===== src/rtl/fpu_result_arbiter_if.sv =====
// fpu_result_arbiter_if: unit-side request/grant, result-mux and downstream result handshake signals
interface fpu_result_arbiter_if #(
  parameter int DATA_W = 32,
  parameter int FLAG_W = 5
);
  logic [3:0]          unit_valid;
  logic [4*FLAG_W-1:0] unit_flags;
  logic [3:0]          unit_ready;
  logic [1:0]          Sel;
  logic [DATA_W-1:0]   mux_out;
  logic                res_valid;
  logic                res_ready;
  logic [DATA_W-1:0]   res_data;
  logic [FLAG_W-1:0]   res_flags;
  logic [1:0]          res_src;
  modport master (
    input  unit_valid, unit_flags, mux_out, res_ready,
    output unit_ready, Sel, res_valid, res_data, res_flags, res_src
  );
  modport slave (
    output unit_valid, unit_flags, mux_out, res_ready,
    input  unit_ready, Sel, res_valid, res_data, res_flags, res_src
  );
endinterface


===== src/rtl/fpu_result_arbiter.sv =====
// fpu_result_arbiter: round-robin grant over four FU results, drives mux select, 2-entry output buffer
module fpu_result_arbiter #(
  parameter int DATA_W = 32,
  parameter int FLAG_W = 5,
  parameter int DEPTH  = 2
) (
  input logic clk,
  input logic rst_n,
  fpu_result_arbiter_if.master bus
);
  logic [1:0]        ptr, sel_q, gnt, idx, count;
  logic              gnt_ok, space, pop, wr_ptr, rd_ptr;
  logic [FLAG_W-1:0] gnt_flags;
  logic [DATA_W-1:0] data_q  [2];
  logic [FLAG_W-1:0] flags_q [2];
  logic [1:0]        src_q   [2];
  // space ignores res_ready so there is no res_ready -> unit_ready path; held off during reset
  assign space = rst_n && (count < 2'(DEPTH));
  always_comb begin
    gnt_ok = 1'b0;
    gnt = ptr;
    idx = ptr;
    for (int k = 3; k >= 0; k--) begin
      idx = ptr + 2'(k);
      if (space && bus.unit_valid[idx]) begin
        gnt_ok = 1'b1;
        gnt = idx;
      end
    end
  end
  assign gnt_flags      = bus.unit_flags[32'(gnt)*FLAG_W +: FLAG_W];
  assign bus.unit_ready = gnt_ok ? 4'b0001 << gnt : 4'b0000;
  assign bus.Sel        = gnt_ok ? gnt : sel_q;
  assign bus.res_valid  = count != 2'd0;
  assign bus.res_data   = bus.res_valid ? data_q[rd_ptr] : '0;
  assign bus.res_flags  = bus.res_valid ? flags_q[rd_ptr] : '0;
  assign bus.res_src    = bus.res_valid ? src_q[rd_ptr] : 2'd0;
  assign pop            = bus.res_valid && bus.res_ready;
  always_ff @(posedge clk or negedge rst_n) begin
    if (!rst_n) begin
      ptr    <= 2'd0;
      sel_q  <= 2'd0;
      count  <= 2'd0;
      wr_ptr <= 1'b0;
      rd_ptr <= 1'b0;
    end else begin
      if (gnt_ok) begin
        ptr    <= gnt + 2'd1;
        sel_q  <= gnt;
        wr_ptr <= ~wr_ptr;
      end
      if (pop) rd_ptr <= ~rd_ptr;
      count <= count + 2'(gnt_ok) - 2'(pop);
    end
  end
  always_ff @(posedge clk) begin
    if (gnt_ok) begin
      data_q[wr_ptr]  <= bus.mux_out;
      flags_q[wr_ptr] <= gnt_flags;
      src_q[wr_ptr]   <= gnt;
    end
  end
endmodule

===== src/flat_wrapper.sv =====
// flat-port wrapper written by rule: the top's interface ports become plain ports
module fpu_result_arbiter_flat 
#(
  parameter int DATA_W = 32,
  parameter int FLAG_W = 5,
  parameter int DEPTH  = 2
)
  (clk, rst_n, bus_unit_valid, bus_unit_flags, bus_mux_out, bus_res_ready, bus_unit_ready, bus_Sel, bus_res_valid, bus_res_data, bus_res_flags, bus_res_src);
  fpu_result_arbiter_if #(.DATA_W(DATA_W), .FLAG_W(FLAG_W)) bus_i ();
  input logic clk;
  input logic rst_n;
  input wire logic [$bits(bus_i.unit_valid)-1:0] bus_unit_valid;
  input wire logic [$bits(bus_i.unit_flags)-1:0] bus_unit_flags;
  input wire logic [$bits(bus_i.mux_out)-1:0] bus_mux_out;
  input wire logic [$bits(bus_i.res_ready)-1:0] bus_res_ready;
  output wire logic [$bits(bus_i.unit_ready)-1:0] bus_unit_ready;
  output wire logic [$bits(bus_i.Sel)-1:0] bus_Sel;
  output wire logic [$bits(bus_i.res_valid)-1:0] bus_res_valid;
  output wire logic [$bits(bus_i.res_data)-1:0] bus_res_data;
  output wire logic [$bits(bus_i.res_flags)-1:0] bus_res_flags;
  output wire logic [$bits(bus_i.res_src)-1:0] bus_res_src;
  assign bus_i.unit_valid = bus_unit_valid;
  assign bus_i.unit_flags = bus_unit_flags;
  assign bus_i.mux_out = bus_mux_out;
  assign bus_i.res_ready = bus_res_ready;
  assign bus_unit_ready = bus_i.unit_ready;
  assign bus_Sel = bus_i.Sel;
  assign bus_res_valid = bus_i.res_valid;
  assign bus_res_data = bus_i.res_data;
  assign bus_res_flags = bus_i.res_flags;
  assign bus_res_src = bus_i.res_src;
  fpu_result_arbiter #(.DATA_W(DATA_W), .FLAG_W(FLAG_W), .DEPTH(DEPTH)) u_core (.clk(clk), .rst_n(rst_n), .bus(bus_i));
endmodule

===== config.mk =====
export PLATFORM = sky130hd
export DESIGN_NAME = fpu_result_arbiter_flat
export DESIGN_NICKNAME = d
export VERILOG_FILES = /design/src/rtl/fpu_result_arbiter_if.sv /design/src/rtl/fpu_result_arbiter.sv /design/src/flat_wrapper.sv
export SDC_FILE = /design/constraint.sdc
export NUM_CORES = 1
export LEC_CHECK = 0
export ABC_AREA = 1
export CAP_MARGIN = 25
export CELL_PAD_IN_SITES_DETAIL_PLACEMENT = 1
export CELL_PAD_IN_SITES_GLOBAL_PLACEMENT = 1
export CORE_UTILIZATION = 33
export DETAILED_ROUTE_END_ITERATION = 12
export PLACE_DENSITY = 0.82
export SLEW_MARGIN = 20
export SYNTH_ARGS = -nofsm -noshare
export SYNTH_HDL_FRONTEND = slang
export SYNTH_SLANG_ARGS = --single-unit

===== constraint.sdc =====
create_clock -name clk -period 3.3 [get_ports clk]
set_clock_uncertainty 0.05 [all_clocks]
set_input_delay 0.66 -clock clk [delete_from_list [all_inputs] [get_ports clk]]
set_output_delay 0.66 -clock clk [all_outputs]
set_load 0.05 [all_outputs]

==> metrics.txt <==
pin count of the biggest net entering global routing 41; Max stage delay on crit path 500 ps; Reg clk slew, reported paths roughly 60 ps; CP Depth 11; post-layout min period about 3200 ps; fillers 1221; crit path launch type input port; First DRT Iteration DRCs 133; CP endpoint kind output port; Setup CP Type input port to output port; first-pass GRT wire length 15100 um; max-slew violation total from the final report 0; unrepaired setup endpoints after global routing false; Worst Path Max Fanout 7; synth warn 0; Net Count, Synth about 400; Unique masters post-synth 26; die width 109 um; GR Overflow Total 0; Synth top area share between 60% and 70%; register area share after synthesis about two thirds; Hold Vio Cnt, Final 0; Critical path origin rst_n; Initial Util 34.3%; clock latency at the later pin of the worst-skew pair 330 ps; slowest CP cell clkdlybuf4s50_1; die height 109 um; H-Tree Depth 3; final WL 9540 um; clock buffer count from CTS 9; Synth Cell Area 3750 um2; Avg WL per Cell 15.8 um; initial antenna violation count 0; Setup TNS 0 ps; crit-path cells clkdlybuf4s50_1 > inv_1 > nor2_4 > nand3_1 > buf_4 > nand4_2 > inv_2 > nor2_2 > nand2_1 > inv_1 > buf_12; Worst Path Buf+Inv 6; share of cells above drive strength 1 around a fifth; Post-synth top flop edfxtp_1; FP Rows 38; Most common cell on crit path inv_1; Antenna Nets Post-Route 0; drt pass-1 iters 4; area grow syn2layout 41.2%; final-report setup violation count 0; ranking of synthesized cells by area edfxtp_1 (62%), nand2_1 (13%), dfrtp_1 (5.3%); r2r startpoint u_core.ptr[0]; ys async rst share 9.30%; top cells by count, synth nand2_1 (131), edfxtp_1 (78), a21oi_1 (39); clk buf depth 2; top-count cell post-synth nand2_1; Synth area leader edfxtp_1; flop2flop setup slack 950 ps; number of vias per cell ~4.8; Rel. slew slack 67.0%; Data arrival, critical path roughly 2500 ps; Detail Placement HPWL 6550 um; vias in the first global route 3130; Core Area approximately 11000 um2; IO Count ~110; gate count after technology mapping 349; DR DRC count 0; clk root buf clkbuf_16; buffers added on ports roughly 100; Worst Hold Class flop to flop; status finished clean; Die Area between 10000 and 15000 um2; fin nets ~520; Period Utilization, post-route 97.5%; EDFF count, synth between 70 and 80; Clock Sink Count 86; CTS tree done; Worst Path Required 2590 ps; count of state elements after synthesis 86; Worst Reg2Reg Path Length in Cells 10; MaxCap Viol Count 0; Inserted Diodes 0; routability cong. 0.851; Worst path top cell family by delay buffers and inverters; critical path capture point bus_unit_ready[2]; Max Fclk 0.311 GHz; DR vias 2910; worst slew pin tran 493 ps; All-Layer GR Usage 17.1%; r2r endpoint u_core.data_q[1][7]; Syn Area/Cell 10.7 um2
worst reg2reg max path, delay by kind of cell, from the launching register on:
kind / cells / cell delay (ps)
buffers and inverters: 5 / 930
flip-flops: 1 / 530
AND/OR/NAND/NOR: 5 / 500
kinds of logic (layout without fill, tap and decap cells):
logic type | count (synthesis) | after routing | share of synthesized area [%]
AND/OR/NAND/NOR | 181 | 181 | 21.0
adder cells (fa/ha/maj) | 2 | 2 | 0.667
buffers and inverters | 36 | 152 | 4.27
flip-flops | 86 | 86 | 67.8
AO/OA/AOI/OAI | 41 | 41 | 5.54
XOR/XNOR | 3 | 3 | 0.701
layer usage:
layer / wire, um / global-route usage, %
met2: 5050 / 31.4
met5: 0 / 0
met4: 132 / 5.31
met3: 387 / 4.40
met1: 3960 / 19.3
placed cells by master (no fill, tap or decap), drive strengths merged:
master         count
a21oi             39
buf               59
bufinv             2
clkbuf             9
clkdlybuf4s50     59
clkinv             4
dfrtp              8
edfxtp            78
ha                 2
inv               19
nand2            139
nand3             23
nand3b             5
nand4              2
nor2              11
nor3               1
o21ai              1
o21bai             1
xnor2              2
xor2               1
per-stage QoR:
stage | setup slack (ps) | cells | cell area, um2 | util (%) | hold WS, ps
6_report | 82.1 | 605 | 5290 | 48.4 | 485
5_1_grt | 5.01 | 605 | 5290 | 48.4 | 514
4_1_cts | 13.7 | 605 | 5270 | 48.2 | 557
3_5_place_dp | 33.1 | 590 | 4970 | 45.5 | 539
3_3_place_gp | 128 | 590 | 4970 | 45.5 | 533
2_1_floorplan | 350 | 349 | 3750 | - | 314
repair_timing:
item / 4_1_cts / 5_1_grt
setup buffers: 0 / 0
setup endpoints to repair: 0 / 4
hold endpoints to repair: 0 / 0
hold buffers: 0 / 0
resized for setup: 0 / 5
cell type report:
cell class	instances	area, um2	share of cell area, %
Multi-Input combinational cell	227	1090	20.5
Inverter	19	76.3	1.44
Sequential cell	86	2540	48.0
Tap cell	140	175	3.31
Clock buffer	9	225	4.26
Clock inverter	6	77.6	1.47
Timing Repair Buffer	118	1110	20.9
flip-flops by register name, indices dropped and copies added, names as in the netlist:
signal          count
u_core.ptr          2
u_core.src_q        4
u_core.sel_q        2
u_core.rd_ptr       1
u_core.flags_q     10
u_core.data_q      64
u_core.count        2
u_core.wr_ptr       1
worst min path at each step:
| stage | slack (ps) | start | depth (start not counted) | to |
|---|---|---|---|---|
| 2_1_floorplan | 310 | rst_n | 0 | u_core.count[0] |
| 3_3_place_gp | 530 | u_core.wr_ptr | 2 | u_core.wr_ptr |
| 3_5_place_dp | 540 | u_core.sel_q[1] | 2 | u_core.sel_q[1] |
| 4_1_cts | 560 | u_core.sel_q[0] | 2 | u_core.sel_q[0] |
| 5_1_grt | 510 | u_core.sel_q[1] | 2 | u_core.sel_q[1] |
| 6_report | 490 | u_core.sel_q[1] | 2 | u_core.sel_q[1] |
Power is not shown: default switching activity piles up to over one toggle a cycle in this logic, so the estimate is an artifact.
